===== config.mk =====
export PLATFORM = sky130hd
export DESIGN_NAME = pwm_multichannel_gen_flat
export DESIGN_NICKNAME = d
export VERILOG_FILES = /design/src/rtl/pwm_pkg.sv /design/src/rtl/pwm_multichannel_gen_if.sv /design/src/rtl/pwm_channel_cmp.sv /design/src/rtl/pwm_multichannel_gen.sv /design/src/flat_wrapper.sv
export SDC_FILE = /design/constraint.sdc
export NUM_CORES = 1
export LEC_CHECK = 0
export CAP_MARGIN = 0
export CORE_MARGIN = 5
export CORE_UTILIZATION = 51
export CTS_BUF_LIST = sky130_fd_sc_hd__clkbuf_16
export DETAILED_ROUTE_END_ITERATION = 6
export MAX_ROUTING_LAYER = met4
export PLACE_DENSITY_LB_ADDON = 0.15
export SLEW_MARGIN = 20
export SYNTH_ARGS = -nofsm -noshare
export SYNTH_HDL_FRONTEND = slang
export SYNTH_SLANG_ARGS = --single-unit

===== constraint.sdc =====
create_clock -name clk -period 8.5 [get_ports clk]
set_input_delay 1.7 -clock clk [delete_from_list [all_inputs] [get_ports clk]]
set_output_delay 1.7 -clock clk [all_outputs]
set_load 0.01 [all_outputs]

===== src/rtl/pwm_pkg.sv =====
// Shared constants and helpers for the multi-channel PWM generator.
package pwm_pkg;

    localparam int unsigned PWM_WIDTH          = 16;
    localparam int unsigned CLK_FREQ           = 25_000_000;
    localparam int unsigned PWM_FREQ           = 1_250;
    localparam int unsigned PWM_DEFAULT_PERIOD = CLK_FREQ / PWM_FREQ;

    // A zero period would never wrap; it is treated as a one-cycle period.
    function automatic int unsigned clamp_period(input int unsigned period);
        return (period == 32'd0) ? 32'd1 : period;
    endfunction

endpackage


===== src/rtl/pwm_multichannel_gen_if.sv =====
// Configuration port of the PWM generator: period and packed per-channel duty, valid/ready.
interface pwm_multichannel_gen_if
    import pwm_pkg::*;
#(
    parameter int unsigned CHANNELS = 8,
    parameter int unsigned WIDTH    = PWM_WIDTH
) ();

    logic                      cfg_valid;
    logic                      cfg_ready;
    logic [WIDTH-1:0]          cfg_period;
    logic [CHANNELS*WIDTH-1:0] cfg_duty;

    modport master (
        output cfg_valid,
        output cfg_period,
        output cfg_duty,
        input  cfg_ready
    );

    modport slave (
        input  cfg_valid,
        input  cfg_period,
        input  cfg_duty,
        output cfg_ready
    );

endinterface


===== src/rtl/pwm_channel_cmp.sv =====
// One PWM channel: holds the active duty and registers the compare against the next count.
module pwm_channel_cmp
    import pwm_pkg::*;
#(
    parameter int unsigned WIDTH = PWM_WIDTH
) (
    input  logic             clk,
    input  logic             rst_n,
    input  logic             enable,
    input  logic             load,
    input  logic [WIDTH-1:0] load_duty,
    input  logic [WIDTH-1:0] cnt_next,
    output logic             pwm_out
);

    logic [WIDTH-1:0] duty_q, duty_d;
    logic             pwm_q, pwm_d;

    // Compare uses next-state count and duty so the registered output lines up with cnt.
    always_comb begin
        duty_d = load ? load_duty : duty_q;
        pwm_d  = enable & (cnt_next < duty_d);
    end

    // Active duty and output register.
    always_ff @(posedge clk or negedge rst_n) begin
        if (!rst_n) begin
            duty_q <= '0;
            pwm_q  <= 1'b0;
        end else begin
            duty_q <= duty_d;
            pwm_q  <= pwm_d;
        end
    end

    assign pwm_out = pwm_q;

endmodule


===== src/rtl/pwm_multichannel_gen.sv =====
// Double-buffered multi-channel PWM: shared period counter, pending config buffer applied
// only at a period boundary (or immediately while disabled), one registered output per channel.
module pwm_multichannel_gen
    import pwm_pkg::*;
#(
    parameter int unsigned CHANNELS       = 8,
    parameter int unsigned WIDTH          = PWM_WIDTH,
    parameter int unsigned DEFAULT_PERIOD = PWM_DEFAULT_PERIOD
) (
    input  logic                  clk,
    input  logic                  rst_n,
    input  logic                  enable,
    pwm_multichannel_gen_if.slave cfg,
    output logic [CHANNELS-1:0]   pwm_out,
    output logic                  period_tick
);

    localparam logic [WIDTH-1:0] One = WIDTH'(1);

    logic [WIDTH-1:0]          cnt_q, cnt_d;
    logic [WIDTH-1:0]          act_period_q, act_period_d;
    logic [WIDTH-1:0]          pend_period_q, pend_period_d;
    logic [CHANNELS*WIDTH-1:0] pend_duty_q, pend_duty_d;
    logic                      pend_full_q, pend_full_d;
    logic                      tick_q, tick_d;
    logic                      accept, wrap, apply;

    assign cfg.cfg_ready = ~pend_full_q;
    assign accept        = cfg.cfg_valid & ~pend_full_q;
    // >= rather than == so a count can never run past the period.
    assign wrap          = (cnt_q >= act_period_q - One);
    // accept and apply are exclusive, so a set taken at a wrap waits for the next one.
    assign apply         = pend_full_q & (~enable | wrap);

    // Pending buffer: filled by the handshake, emptied when applied.
    always_comb begin
        pend_full_d   = pend_full_q;
        pend_period_d = pend_period_q;
        pend_duty_d   = pend_duty_q;
        if (accept) begin
            pend_full_d   = 1'b1;
            pend_period_d = WIDTH'(clamp_period(32'(cfg.cfg_period)));
            pend_duty_d   = cfg.cfg_duty;
        end else if (apply) begin
            pend_full_d = 1'b0;
        end
    end

    // Period counter; while disabled it parks on the last count so re-enable wraps at once.
    always_comb begin
        act_period_d = apply ? pend_period_q : act_period_q;
        if (!enable) begin
            cnt_d = act_period_d - One;
        end else if (wrap) begin
            cnt_d = '0;
        end else begin
            cnt_d = cnt_q + One;
        end
        tick_d = enable & (cnt_d == act_period_d - One);
    end

    // Counter, active period, pending buffer and tick registers.
    always_ff @(posedge clk or negedge rst_n) begin
        if (!rst_n) begin
            cnt_q         <= WIDTH'(DEFAULT_PERIOD - 1);
            act_period_q  <= WIDTH'(DEFAULT_PERIOD);
            pend_period_q <= '0;
            pend_duty_q   <= '0;
            pend_full_q   <= 1'b0;
            tick_q        <= 1'b0;
        end else begin
            cnt_q         <= cnt_d;
            act_period_q  <= act_period_d;
            pend_period_q <= pend_period_d;
            pend_duty_q   <= pend_duty_d;
            pend_full_q   <= pend_full_d;
            tick_q        <= tick_d;
        end
    end

    assign period_tick = tick_q;

    for (genvar i = 0; i < CHANNELS; i++) begin : g_ch
        pwm_channel_cmp #(
            .WIDTH(WIDTH)
        ) u_cmp (
            .clk      (clk),
            .rst_n    (rst_n),
            .enable   (enable),
            .load     (apply),
            .load_duty(pend_duty_q[i*WIDTH +: WIDTH]),
            .cnt_next (cnt_d),
            .pwm_out  (pwm_out[i])
        );
    end

endmodule

===== src/flat_wrapper.sv =====
// flat-port wrapper written by rule: the top's interface ports become plain ports
module pwm_multichannel_gen_flat import pwm_pkg::*;
#(
    parameter int unsigned CHANNELS       = 8,
    parameter int unsigned WIDTH          = PWM_WIDTH,
    parameter int unsigned DEFAULT_PERIOD = PWM_DEFAULT_PERIOD
)
  (clk, rst_n, enable, pwm_out, period_tick, cfg_cfg_valid, cfg_cfg_period, cfg_cfg_duty, cfg_cfg_ready);
  pwm_multichannel_gen_if #(.CHANNELS(CHANNELS), .WIDTH(WIDTH)) cfg_i ();
  input  logic clk;
  input  logic rst_n;
  input  logic enable;
  output logic [CHANNELS-1:0] pwm_out;
  output logic period_tick;
  input wire logic [$bits(cfg_i.cfg_valid)-1:0] cfg_cfg_valid;
  input wire logic [$bits(cfg_i.cfg_period)-1:0] cfg_cfg_period;
  input wire logic [$bits(cfg_i.cfg_duty)-1:0] cfg_cfg_duty;
  output wire logic [$bits(cfg_i.cfg_ready)-1:0] cfg_cfg_ready;
  assign cfg_i.cfg_valid = cfg_cfg_valid;
  assign cfg_i.cfg_period = cfg_cfg_period;
  assign cfg_i.cfg_duty = cfg_cfg_duty;
  assign cfg_cfg_ready = cfg_i.cfg_ready;
  pwm_multichannel_gen #(.CHANNELS(CHANNELS), .WIDTH(WIDTH), .DEFAULT_PERIOD(DEFAULT_PERIOD)) u_core (.clk(clk), .rst_n(rst_n), .enable(enable), .cfg(cfg_i), .pwm_out(pwm_out), .period_tick(period_tick));
endmodule

== Word level (Yosys, flattened, before mapping) ==
Cells that the tools add are included.

* Register bits after elaboration: 314
* Bits of input ports: 148
* Output and inout port bits: 10
* Word-level logic and storage cells: 65

* Add/subtract/negate cells: 3
* Magnitude comparators: 9
* Equal/unequal tests: 1
* Mux-type cells: 14
* Bitwise logic cells: 14
* Reductions and logical operators: 2

{| class="wikitable"
|+ Operator list
! operator !! number
|-
| $mux 16 || 12
|-
| $lt 16x16->1 || 8
|-
| $sub 16x1->16 const B || 2
|-
| $add 16x1->16 const B || 1
|-
| $eq 16x16->1 || 1
|-
| $ge 16x16->1 || 1
|-
| $logic_not 16->1 || 1
|-
| $and 1x1->1 || 11
|-
| $mux 1 || 2
|-
| $not 1->1 || 2
|-
| $reduce_bool 2->1 || 1
|-
| $or 1x1->1 || 1
|}

== Longest topological paths before layout ==
Gate-level depths: netlist of run 1.

* Depth in word-level cells: 9
* Depth in mapped cells: 35
* Depth with buffers taken out: 29

== By module ==
Synthesis of run 1 repeated with hierarchy kept, for this count alone.

* Cells, all modules: 1,395
* Area total of the unflattened synthesis: 16,355.7 um2

{| class="wikitable"
|+ Modules (own cells, without submodules)
! module !! instances !! cells an instance !! area each (um2) !! sequential area each (um2)
|-
| pwm_multichannel_gen || 1 || 691 || 8,446.9 || 4,471.8
|-
| pwm_channel_cmp at u_core.g_ch[0].u_cmp ... || 7 || 88 || 988.4 || 425.4
|-
| pwm_channel_cmp at u_core.g_ch[4].u_cmp || 1 || 88 || 989.7 || 425.4
|}

== Worst setup path before layout of run 1 ==
No wires, ideal clock.

* Path kind: register to register
* From: register u_core.act_period_q[6]
* To: register u_core.g_ch[1].u_cmp.pwm_q
* Library setup time: 65 ps
* Data arrival time: 7,170 ps
* Required time: 8,435 ps
* Setup slack: 1,264 ps
* Cell stages (with the launch flop): 35
* Path buffers: 6
* Clock period less this slack: 7,236 ps
* Cells stage by stage: dfrtp_1 clkbuf_1 nor2_1 nand2_1 or3_1 or3_1 nor3_1 xnor2_1 ha_1 nand4_2 nor3_2 or4b_4 a31o_4 buf_2 buf_2 clkbuf_1 buf_2 mux2i_1 ha_1 clkbuf_1 nand3_1 mux2i_4 nand2_1 xnor2_1 o22ai_1 ha_1 nor2b_1 o21ai_0 nand2b_1 a21oi_1 nor2b_1 o21ai_0 nand2b_1 a2111oi_0 o21a_1

* Cells in the longest elaborated chain, start to end: 9
* Elaborated cells on any way between the ends: 11
* Classes of those cells: 2 x add/sub; 2 x order compare; 4 x mux; 3 x bitwise

{| class="wikitable"
|+ RTL lines
! element !! line !! source
|-
| start: declaration || pwm_multichannel_gen.sv:21 || <nowiki>logic [WIDTH-1:0] act_period_q, act_period_d;</nowiki>
|-
| start signal: assignment || pwm_multichannel_gen.sv:66 || <nowiki>act_period_q <= WIDTH'(DEFAULT_PERIOD);</nowiki>
|-
| start signal: assignment || pwm_multichannel_gen.sv:73 || <nowiki>act_period_q <= act_period_d;</nowiki>
|-
| $sub 16x1->16 || pwm_multichannel_gen.sv:31 || <nowiki>assign wrap = (cnt_q >= act_period_q - One);</nowiki>
|-
| $ge 16x16->1 || pwm_multichannel_gen.sv:31 ||
|-
| $or 1x1->1 || pwm_multichannel_gen.sv:33 || <nowiki>assign apply = pend_full_q & (~enable | wrap);</nowiki>
|-
| $and 1x1->1 || pwm_multichannel_gen.sv:33 ||
|-
| $mux 16 || pwm_multichannel_gen.sv:51 || <nowiki>act_period_d = apply ? pend_period_q : act_period_q;</nowiki>
|-
| $sub 16x1->16 || pwm_multichannel_gen.sv:53 || <nowiki>cnt_d = act_period_d - One;</nowiki>
|-
| $mux 16 (*) || pwm_multichannel_gen.sv:52 || <nowiki>if (!enable) begin</nowiki>
|-
| net u_core.cnt_d[10] || pwm_multichannel_gen.sv:20 || <nowiki>logic [WIDTH-1:0] cnt_q, cnt_d;</nowiki>
|-
| $lt 16x16->1 (*) || pwm_channel_cmp.sv:22 || <nowiki>pwm_d = enable & (cnt_next < duty_d);</nowiki>
|-
| $and 1x1->1 (*) || pwm_channel_cmp.sv:22 ||
|-
| net u_core.g_ch[1].u_cmp.pwm_d || pwm_channel_cmp.sv:17 || <nowiki>logic pwm_q, pwm_d;</nowiki>
|-
| end signal: assignment || pwm_channel_cmp.sv:32 || <nowiki>pwm_q <= pwm_d;</nowiki>
|-
| end: declaration || pwm_channel_cmp.sv:17 ||
|}

The timed path passes the listed nets; every way through them passes the cells marked *.
A chain may end at the register's enable or synchronous reset.

== Final worst setup path of run 1 ==
* From: register u_core.act_period_q[2]
* To: register u_core.g_ch[1].u_cmp.pwm_q

Same word-level chain as after synthesis.

==> metrics.md, run 1 <==
| Metric | Value |
|---|---|
| MaxCap Viol Count | `0` |
| I/O pin count | `158` |
| # Post-CTS Setup Buffers | `0` |
| Finished Cell Area | `19,200 µm²` |
| Final period utilization | `87.3%` |
| Max rail drop VDD | `0.253 mV` |
| Crit Path Max Fanout | `9` |
| Clock buffer depth | `3` |
| Clock Latency Late Sink | `520 ps` |
| Slew Viols, Final | `0` |
| # fillers | `2,533` |
| Least-Margin Pin Slew | `941 ps` |
| Hold Violations, Final | `0` |
| Sequential area share after synthesis | `49.1%` |
| I/O Buffers | `157` |
| Core ar. | `31,300 µm²` |
| Post-cts resize count | `0` |
| Setup violations, final | `0` |
| Most common cell after layout, fill and taps aside | `dfrtp_1` |
| YS warnings | `0` |
| Slew HR | `37.2%` |
| Starting Density | `51.2%` |
| Main flop type after synthesis | `dfrtp_1` |
| Total global-route track usage | `21.8%` |
| CTS tree | `done` |
| P_leak | `0.00943 µW` |
| Number of buffers created by CTS | `36` |
| CP endpoint kind | `flop` |
| CP Launch Type | `flop` |
| Multi-input gate area | `7380 µm²` |
| Largest net degree at the start of global routing | `163` |
| Crit path DAT | `7880 ps` |
| Syn Std Cell Area | `16,000 µm²` |
| WP data required | `8960 ps` |
| Area Growth Syn to Fin | `19.9%` |
| Sequential Area | `7880 µm²` |
| Clock sink total | `314` |
| Pwr dens | `437 nW/µm²` |
| CTS Root Cell | `clkbuf_16` |
| Commonest cells after routing, fill and taps aside | `dfrtp_1 (300), clkdlybuf4s50_1 (156), inv_1 (154)` |
| GP Congestion | `0.888` |
| # DRC | `0` |
| Synth cell types | `62` |
| Min Clock Period, post-route | `7420 ps` |
| Initial antenna violation count | `0` |
| Avg WL per Cell | `19.1 µm` |
| Status | `finished clean` |
| RSZ-0062 raised after global routing | `false` |
| Post-synth net total | `1,628` |
| Die Y | `187 µm` |
| Mean Syn Cell Area | `11.9 µm²` |
| Die Area | `35,100 µm²` |
| DRT antenna net count | `0` |
| GRT overflow | `0` |
| Die W | `187 µm` |
| DRT iter0 DRCs | `608` |
| Nets | `1,794` |
| R2R setup slack | `1080 ps` |
| H-tree Lvls | `2` |
| Post-synth EDFFs | `0` |
| Via Count | `10,400` |
| CP Class | `reg -> reg` |
| Std-Cell Rows | `65` |
| Hold WC Path Type | `reg -> reg` |
| CTS Hold Buffers Added | `0` |
| Vias per cell | `5.39` |
| First drt pass iteration count | `5` |
| Fmax | `135 MHz` |
| Final WL | `37,100 µm` |
| Post-placement cell area | `18,100 µm²` |
| Async S/R FF share, synth | `100%` |
| Cell count after synthesis | `1,341` |
| Layout Skew | `11.2 ps` |
| Setup_tns | `0 ps` |
| Vias in the first global route | `10,900` |
| Proportion of layout cells with a drive suffix above 1 | `16.3%` |
| Post-synthesis register bit count | `314` |
| HPWL after DPL | `26,200 µm` |
| Clock transition at the registers of the reported paths | `60 ps` |
| Global-route wire length before repair | `59,700 µm` |
-- per-layer routing --
metal	wire, µm	up-vias	track usage [%]
met4	669	0	4.81
met5	0	-	-
met1	17600	5127	30.3
li1	-	5061	-
met3	1440	51	3.28
met2	17400	208	34.3
-- flip-flops by register name, indices dropped and copies added, names as in the netlist --
register and cells:
u_core.g_ch.u_cmp.duty_q 128, u_core.g_ch.u_cmp.pwm_out 8, u_core.pend_duty_q 128, u_core.pend_full_q 1
u_core.act_period_q 16, u_core.cnt_q 16, u_core.pend_period_q 16, u_core.period_tick 1
-- report_power, final --
part | leakage, µW | total, µW | internal [µW] | switching [µW]
logic | 0.00517 | 4180 | 1910 | 2270
clock network | 0.000589 | 1490 | 867 | 618
registers | 0.00367 | 2740 | 2290 | 452
-- cell type report --
cell class,count,area share (%)
Antenna cell,1,0.0130
Clock buffer,36,4.69
Clock inverter,29,1.22
Inverter,145,2.83
Multi-Input combinational cell,831,38.4
Sequential cell,314,41.0
Tap cell,402,2.62
Timing Repair Buffer,179,9.26
-- worst max-delay path, stage by stage, from the launching register on --
cell,delay (ps)
dfrtp_1,440
nor4_1,590
nand2_1,260
or3_1,430
nor3_1,250
xnor2_1,120
ha_1,310
nand4_2,130
nor3_2,230
or4b_4,510
a31o_4,280
mux2i_1,220
ha_1,350
nand3_1,160
mux2i_4,340
nand2_1,170
xnor2_1,170
o22ai_2,600
ha_1,380
nor2b_1,130
o21ai_0,140
nand2b_1,70
a21oi_1,140
nor2b_1,50
o21ai_0,140
nand2b_1,80
a2111oi_0,460
o21a_1,180
-- synth_stat cells (2+ instances only) --
library cell    n  share of area, %
mux2_2        151                11
o21a_1         16              0.75
buf_1           2             0.047
o22ai_1        11              0.43
mux2_4          3              0.28
inv_1         145               3.4
a211oi_1        3              0.14
buf_2          16              0.50
dfstp_2        14               2.3
mux2i_1       135               8.4
o31ai_1         3              0.14
nor2_1         38              0.89
o31a_1          2              0.11
a2111oi_0       3              0.16
a21o_1         19              0.89
a31oi_1         2             0.078
and4_1          4              0.22
or2_2           2             0.078
xor2_1         21               1.1
nand4_1        27               1.1
nand3_1        11              0.34
or4_1           5              0.23
nor4_1         13              0.51
clkbuf_1       24              0.56
ha_1          139                11
nor2b_1        19              0.74
a21oi_1        38               1.2
buf_4           8              0.37
nand2_1        35              0.82
nor3_1         17              0.53
xnor2_1        23               1.3
nand4b_1        4              0.22
a22o_1          2              0.11
or3_1           5              0.20
o21ai_0        36               1.1
nand2b_1       13              0.51
dfrtp_1       300                47
and3_1          4              0.16
nand3b_1        2             0.094
mux2i_4         2              0.28
o21ai_1         3             0.094
-- kinds of logic after synthesis --
group / Yosys count / share of synthesized area, %
DFF: 314 / 49.1
muxes: 291 / 19.6
xor gates and xnor gates: 45 / 2.51
AOI/OAI and AO/OA: 150 / 5.92
and+or+nand+nor: 206 / 7.02
buffers and inverters: 196 / 4.95
adders and majority gates: 139 / 10.9
-- final timing paths --
kind | from | endpoint | cells after the start
min in group asynchronous | rst_n | u_core.pend_duty_q[52] | 1
worst max-delay path | u_core.act_period_q[2] | u_core.g_ch[1].u_cmp.pwm_out | 27
max in group asynchronous | rst_n | u_core.pend_period_q[2] | 2
worst min-delay path | u_core.g_ch[0].u_cmp.duty_q[0] | u_core.g_ch[0].u_cmp.duty_q[0] | 2
worst max register to register | u_core.act_period_q[2] | u_core.g_ch[1].u_cmp.pwm_out | 27
worst min register to register | u_core.g_ch[0].u_cmp.duty_q[0] | u_core.g_ch[0].u_cmp.duty_q[0] | 2
-- stage by stage --
stage	setup slack [ps]	util [%]	hold slack, ps	cells	total power [µW]
final	1080	61.4	489	1937	8400
after global routing	590	61.4	507	1936	9140
after CTS	1180	61.3	492	1935	8480
after global placement	1550	57.7	467	1870	6810
after detailed placement	1250	57.7	477	1870	6930
after floorplan	1260	-	451	1341	5640
(Power assumes the default switching activity.)
==> run 2, diff against run 1 <==
HOLD_SLACK_MARGIN = 0.1   (was not set)
SLEW_MARGIN = not set   (was 20)
==> metrics.md, run 2 (synthesized netlist as in run 1, its figures left out) <==
| Metric | Value |
|---|---|
| Commonest cells after routing, fill and taps aside | `dfrtp_1 (300), clkdlybuf4s50_1 (156), inv_1 (154) (unchanged)` |
| CTS Root Cell | `clkbuf_16 (unchanged)` |
| Avg WL per Cell | `19.1 µm (about the same)` |
| # Post-CTS Setup Buffers | `0 (unchanged)` |
| Hold_ws | `488 ps (was 489 ps)` |
| Starting Density | `51.2% (unchanged)` |
| Vias per cell | `5.40 (was 5.39)` |
| Die Area | `35,100 µm² (unchanged)` |
| H-tree Lvls | `2 (unchanged)` |
| Hold WC Path Type | `reg -> reg (unchanged)` |
| GRT overflow | `0 (unchanged)` |
| Initial antenna violation count | `0 (unchanged)` |
| CP endpoint kind | `flop (unchanged)` |
| Clock Latency Late Sink | `520 ps (about the same)` |
| Clock transition at the registers of the reported paths | `60 ps (about the same)` |
| P_leak | `0.00942 µW (was 0.00943 µW)` |
| CTS tree | `done (unchanged)` |
| Std-Cell Rows | `65 (unchanged)` |
| Slew HR | `27.7% (was 37.2%)` |
| Setup_tns | `0 ps (unchanged)` |
| I/O pin count | `158 (unchanged)` |
| Finished Cell Area | `19,200 µm² (about the same)` |
| CP Launch Point | `u_core.act_period_q[2] (unchanged)` |
| DRT antenna net count | `0 (unchanged)` |
| Vias in the first global route | `10,900 (unchanged)` |
| Fmax | `135 MHz (about the same)` |
| Area Growth Syn to Fin | `19.8% (was 19.9%)` |
| MaxCap Viol Count | `0 (unchanged)` |
| Pwr dens | `438 nW/µm² (was 437 nW/µm²)` |
| HPWL after DPL | `26,200 µm (unchanged)` |
| Clock buffer depth | `3 (unchanged)` |
| CP Launch Type | `flop (unchanged)` |
| Nets | `1,793 (was 1,794)` |
| Slew Viols, Final | `0 (unchanged)` |
| Setup violations, final | `0 (unchanged)` |
| CP Class | `reg -> reg (unchanged)` |
| Clock sink total | `314 (unchanged)` |
| Worst r2r src | `u_core.act_period_q[2] (unchanged)` |
| RSZ-0062 raised after global routing | `false (unchanged)` |
| # DRC | `0 (unchanged)` |
| DRT iter0 DRCs | `634 (was 608)` |
| Die W | `187 µm (unchanged)` |
| First drt pass iteration count | `5 (unchanged)` |
| Largest registers | `u_core.g_ch.u_cmp.duty_q: 128 flops, u_core.pend_duty_q: 128 flops (unchanged)` |
| Final period utilization | `86.9% (was 87.3%)` |
| Via Count | `10,500 (was 10,400)` |
| Status | `finished clean (unchanged)` |
| Global-route wire length before repair | `59,700 µm (unchanged)` |
| Proportion of layout cells with a drive suffix above 1 | `16.2% (was 16.3%)` |
| Worst Hold Launch | `u_core.g_ch[0].u_cmp.duty_q[0] (unchanged)` |
| Max rail drop VDD | `0.253 mV (about the same)` |
| Core ar. | `31,300 µm² (unchanged)` |
| Most common cell after layout, fill and taps aside | `dfrtp_1 (unchanged)` |
| Least-Margin Pin Slew | `1080 ps (was 941 ps)` |
| Largest net degree at the start of global routing | `163 (unchanged)` |
| I/O Buffers | `157 (unchanged)` |
| Hold Violations, Final | `0 (unchanged)` |
| Total global-route track usage | `21.8% (unchanged)` |
| GP Congestion | `0.888 (unchanged)` |
| WP data required | `8960 ps (about the same)` |
| Post-cts resize count | `0 (unchanged)` |
| Post-placement cell area | `18,100 µm² (unchanged)` |
| Die Y | `187 µm (unchanged)` |
| Layout Skew | `11.2 ps (about the same)` |
| CTS Hold Buffers Added | `0 (unchanged)` |
| Final WL | `37,000 µm (was 37,100 µm)` |
| Number of buffers created by CTS | `36 (unchanged)` |
| Crit path DAT | `7850 ps (was 7880 ps)` |
| Min Clock Period, post-route | `7390 ps (was 7420 ps)` |
| Crit Path Max Fanout | `9 (unchanged)` |
## run 2: final timing paths
check                                                      end  slack (ps)  cells past startpoint
worst max-delay path              u_core.g_ch[1].u_cmp.pwm_out        1110                     27
worst min-delay path            u_core.g_ch[0].u_cmp.duty_q[0]         490                      2
worst max register to register    u_core.g_ch[1].u_cmp.pwm_out        1110                     27
worst min register to register  u_core.g_ch[0].u_cmp.duty_q[0]         490                      2
max in group asynchronous              u_core.pend_period_q[3]        5980                      2
min in group asynchronous               u_core.pend_duty_q[52]        1140                      1
## run 2: where the power goes
group / switching [µW] / internal, µW / total [µW] / leakage (µW)
registers: 453 / 2290 / 2740 / 0.00367
logic: 2270 / 1910 / 4180 / 0.00516
clock network: 619 / 867 / 1490 / 0.000589
total: 3340 / 5060 / 8400 / 0.00942
## run 2: critical path, cell delays in order (launching register included)
cell and delay [ps]:
dfrtp_1 440, nor4_1 580, nand2_1 250, or3_1 430, nor3_1 250, xnor2_1 120, ha_1 310, nand4_2 130
nor3_2 240, or4b_4 510, a31o_4 280, mux2i_1 220, ha_1 340, nand3_1 160, mux2i_4 340, nand2_1 170
xnor2_1 170, o22ai_2 590, ha_1 370, nor2b_1 130, o21ai_0 140, nand2b_1 70, a21oi_1 140, nor2b_1 50
o21ai_0 140, nand2b_1 80, a2111oi_0 460, o21a_1 180
## run 2: cell type report
type | count | area (µm²)
Timing Repair Buffer | 178 | 1760
Fill cell | 2536 | 12100
Clock inverter | 29 | 234
Inverter | 145 | 544
Multi-Input combinational cell | 831 | 7380
Tap cell | 402 | 503
Antenna cell | 1 | 2.50
Clock buffer | 36 | 901
Sequential cell | 314 | 7880
## run 2: through the flow
step	utilization [%]	setup slack (ps)	total power, µW	cells
finish	61.3	1110	8400	1936
global placement	57.7	1550	6810	1870
CTS	61.3	1180	8480	1935
detailed placement	57.7	1250	6930	1870
global route	61.3	590	9130	1935
floorplan	-	1260	5640	1341
## run 2: routing by layer
metal / part of all wire [%] / GRT usage [%]
met5: 0 / -
met4: 2.0 / 4.81
met3: 3.9 / 3.28
met2: 47 / 34.3
met1: 47 / 30.3
==> run 3, diff against run 2 <==
clock period = 7.54 ns   (was 8.5 ns; I/O delays follow)
==> metrics.md, run 3 (synthesized netlist as in run 1, its figures left out) <==
| Metric | Value |
|---|---|
| Net Sw Frac | `39.1% (was 39.8%)` |
| Placed cells | `1,871 (was 1,870)` |
| Commonest cells after routing, fill and taps aside | `dfrtp_1 (300), clkdlybuf4s50_1 (156), mux2_2 (151) (was dfrtp_1 (300), clkdlybuf4s50_1 (156), inv_1 (154))` |
| Via Count | `10,500 (about the same)` |
| Hold Violations, Final | `0 (unchanged)` |
| CP endpoint kind | `flop (unchanged)` |
| First drt pass iteration count | `5 (unchanged)` |
| Worst Hold Launch | `u_core.g_ch[6].u_cmp.duty_q[0] (was u_core.g_ch[0].u_cmp.duty_q[0])` |
| Max incr delay on CP | `500 ps (was 590 ps)` |
| Global-route wire length before repair | `59,300 µm (was 59,700 µm)` |
| Setup violations, final | `0 (unchanged)` |
| Starting Density | `51.2% (unchanged)` |
| Status | `finished clean (unchanged)` |
| Final WL | `36,500 µm (was 37,000 µm)` |
| # DRC | `0 (unchanged)` |
| CTS tree | `done (unchanged)` |
| CP Launch Type | `flop (unchanged)` |
| Gate power share | `49.4% (was 49.7%)` |
| CP Class | `reg -> reg (unchanged)` |
| Min Clock Period, post-route | `7040 ps (was 7390 ps)` |
| Slew Viols, Final | `0 (unchanged)` |
| Crit Path Max Fanout | `18 (was 9)` |
| Switching power | `3750 µW (was 3340 µW)` |
| Slew HR | `32.8% (was 27.7%)` |
| Proportion of layout cells with a drive suffix above 1 | `17.3% (was 16.2%)` |
| HPWL after DPL | `25,800 µm (was 26,200 µm)` |
| Post-placement cell area | `18,100 µm² (about the same)` |
| CP max-delay cell | `or4b_4 (was o22ai_2)` |
| Area Growth Syn to Fin | `20.8% (was 19.8%)` |
| Clock Latency Late Sink | `510 ps (was 520 ps)` |
| Number of buffers created by CTS | `36 (unchanged)` |
| H-tree Lvls | `2 (unchanged)` |
| Die Area | `35,100 µm² (unchanged)` |
| Pwr dens | `495 nW/µm² (was 438 nW/µm²)` |
| Worst r2r src | `u_core.act_period_q[6] (was u_core.act_period_q[2])` |
| Hold Path End | `u_core.g_ch[6].u_cmp.duty_q[0] (was u_core.g_ch[0].u_cmp.duty_q[0])` |
| Die Y | `187 µm (unchanged)` |
| Total global-route track usage | `21.6% (was 21.8%)` |
| Clk network pwr share | `18.6% (was 17.7%)` |
| Nets | `1,801 (was 1,793)` |
| Die W | `187 µm (unchanged)` |
| Fmax | `142 MHz (was 135 MHz)` |
| N_diodes | `0 (was 1)` |
| Vias per cell | `5.41 (was 5.40)` |
| Pwr Total | `9580 µW (was 8400 µW)` |
| Final period utilization | `93.4% (was 86.9%)` |
| Least-Margin Pin Slew | `983 ps (was 1080 ps)` |
| Largest registers | `u_core.g_ch.u_cmp.duty_q: 128 flops, u_core.pend_duty_q: 128 flops (unchanged)` |
| I/O pin count | `158 (unchanged)` |
| Max rail drop VDD | `0.200 mV (was 0.253 mV)` |
| DRT iter0 DRCs | `587 (was 634)` |
| Crit path DAT | `7480 ps (was 7850 ps)` |
| Vias in the first global route | `10,900 (about the same)` |
| Std-Cell Rows | `65 (unchanged)` |
| CTS Root Cell | `clkbuf_16 (unchanged)` |
| Internal power | `5830 µW (was 5060 µW)` |
| Clock buffer depth | `3 (unchanged)` |
| Clock transition at the registers of the reported paths | `60 ps (about the same)` |
| Hold WC Path Type | `reg -> reg (unchanged)` |
| Final non-filler cell total | `1,944 (was 1,936)` |
| GP Congestion | `0.865 (was 0.888)` |
| R2R depth | `30 (was 27)` |
| WP data required | `7980 ps (was 8960 ps)` |
| Setup_tns | `0 ps (unchanged)` |
| RSZ-0062 raised after global routing | `false (unchanged)` |
| Finished Cell Area | `19,400 µm² (was 19,200 µm²)` |
| P_leak | `0.00950 µW (was 0.00942 µW)` |
| Most common cell after layout, fill and taps aside | `dfrtp_1 (unchanged)` |
| DRT antenna net count | `0 (unchanged)` |
| Initial antenna violation count | `0 (unchanged)` |
| CTS Hold Buffers Added | `0 (unchanged)` |
| Clock sink total | `314 (unchanged)` |
| Avg WL per Cell | `18.8 µm (was 19.1 µm)` |
| Layout Skew | `10.1 ps (was 11.2 ps)` |
| Largest net degree at the start of global routing | `148 (was 163)` |
| I/O Buffers | `157 (unchanged)` |
| Sequential power share | `32.0% (was 32.6%)` |
| GRT overflow | `0 (unchanged)` |
| R2R setup slack | `500 ps (was 1110 ps)` |
| MaxCap Viol Count | `0 (unchanged)` |
| Core ar. | `31,300 µm² (unchanged)` |
| Hold depth | `2 (unchanged)` |
| R2r endpoint | `u_core.g_ch[7].u_cmp.pwm_out (was u_core.g_ch[1].u_cmp.pwm_out)` |
| CP dominant cell by count | `ha_1 (unchanged)` |
==> run 3: cell count changes in the layout (fill, tap and decap cells not counted), moves of 2 or more <==
cell	before	now
buf_4	19	27
bufinv_16	3	5
clkbuf_16	36	38
clkinv_1	9	6
clkinv_2	4	8
inv_1	154	150
inv_6	3	1
==> run 3: power by group through the flow <==
stage               logic [µW]  registers (µW)  clock network, µW
global placement          4590            3070                  0
floorplan                 3470            2890                  0
finish                    4730            3070               1780
detailed placement        4710            3100                  0
CTS                       4750            3070               1820
global route              5360            3170               1900
==> run 3: critical path: cells and delay by family, from the launching register on <==
kind,cells,cell delay (ps)
flops,1,450
xor+xnor,2,270
simple gates,13,2660
mux,2,510
compound gates,9,2000
fa+ha+maj,3,840
buf+inv,1,220
==> run 3: metrics by stage <==
| stage | setup WS (ps) | util, % | hold slack, ps |
|---|---|---|---|
| floorplan | 304 | - | 451 |
| CTS | 0.482 | 61.6 | 487 |
| global placement | 363 | 57.7 | 468 |
| finish | 499 | 61.8 | 486 |
| global route | 82.0 | 61.8 | 513 |
| detailed placement | 43.1 | 57.7 | 474 |
==> run 3: area by class of cell <==
type / count / area, µm²
multi-input combinational: 831 / 7390
tap: 402 / 503
timing repair buffer: 186 / 1820
clock inverter: 28 / 273
inverter: 145 / 544
sequential: 314 / 7880
fill: 2545 / 12000
clock buffer: 38 / 951
==> run 3: how the worst max path moves through the flow <==
stage | start | cells past startpoint | to | slack, ps
finish | u_core.act_period_q[6] | 30 | u_core.g_ch[7].u_cmp.pwm_out | 500
global route | u_core.act_period_q[6] | 30 | u_core.g_ch[1].u_cmp.pwm_out | 80
CTS | u_core.act_period_q[2] | 27 | u_core.g_ch[1].u_cmp.pwm_out | 0.5
detailed placement | u_core.act_period_q[2] | 27 | u_core.g_ch[1].u_cmp.pwm_out | 40
global placement | u_core.act_period_q[2] | 27 | u_core.g_ch[7].u_cmp.pwm_out | 360
floorplan | u_core.act_period_q[6] | 34 | u_core.g_ch[1].u_cmp.pwm_out | 300
==> run 3: repair_timing <==
| item | 4_1_cts | 5_1_grt |
|---|---|---|
| endpoints found under the setup margin | 0 | 5 |
| setup buffers | 0 | 7 |
| resized for setup | 0 | 3 |
==> run 3: per-layer routing <==
metal  part of all wire (%)  GRT usage (%)  vias to the layer above
met1                     47           29.8                     5192
met4                    2.5           5.89                        0
met3                    4.3           3.47                       61
li1                       -              -                     5053
met2                     46           33.6                      212
met5                      0              -                        -
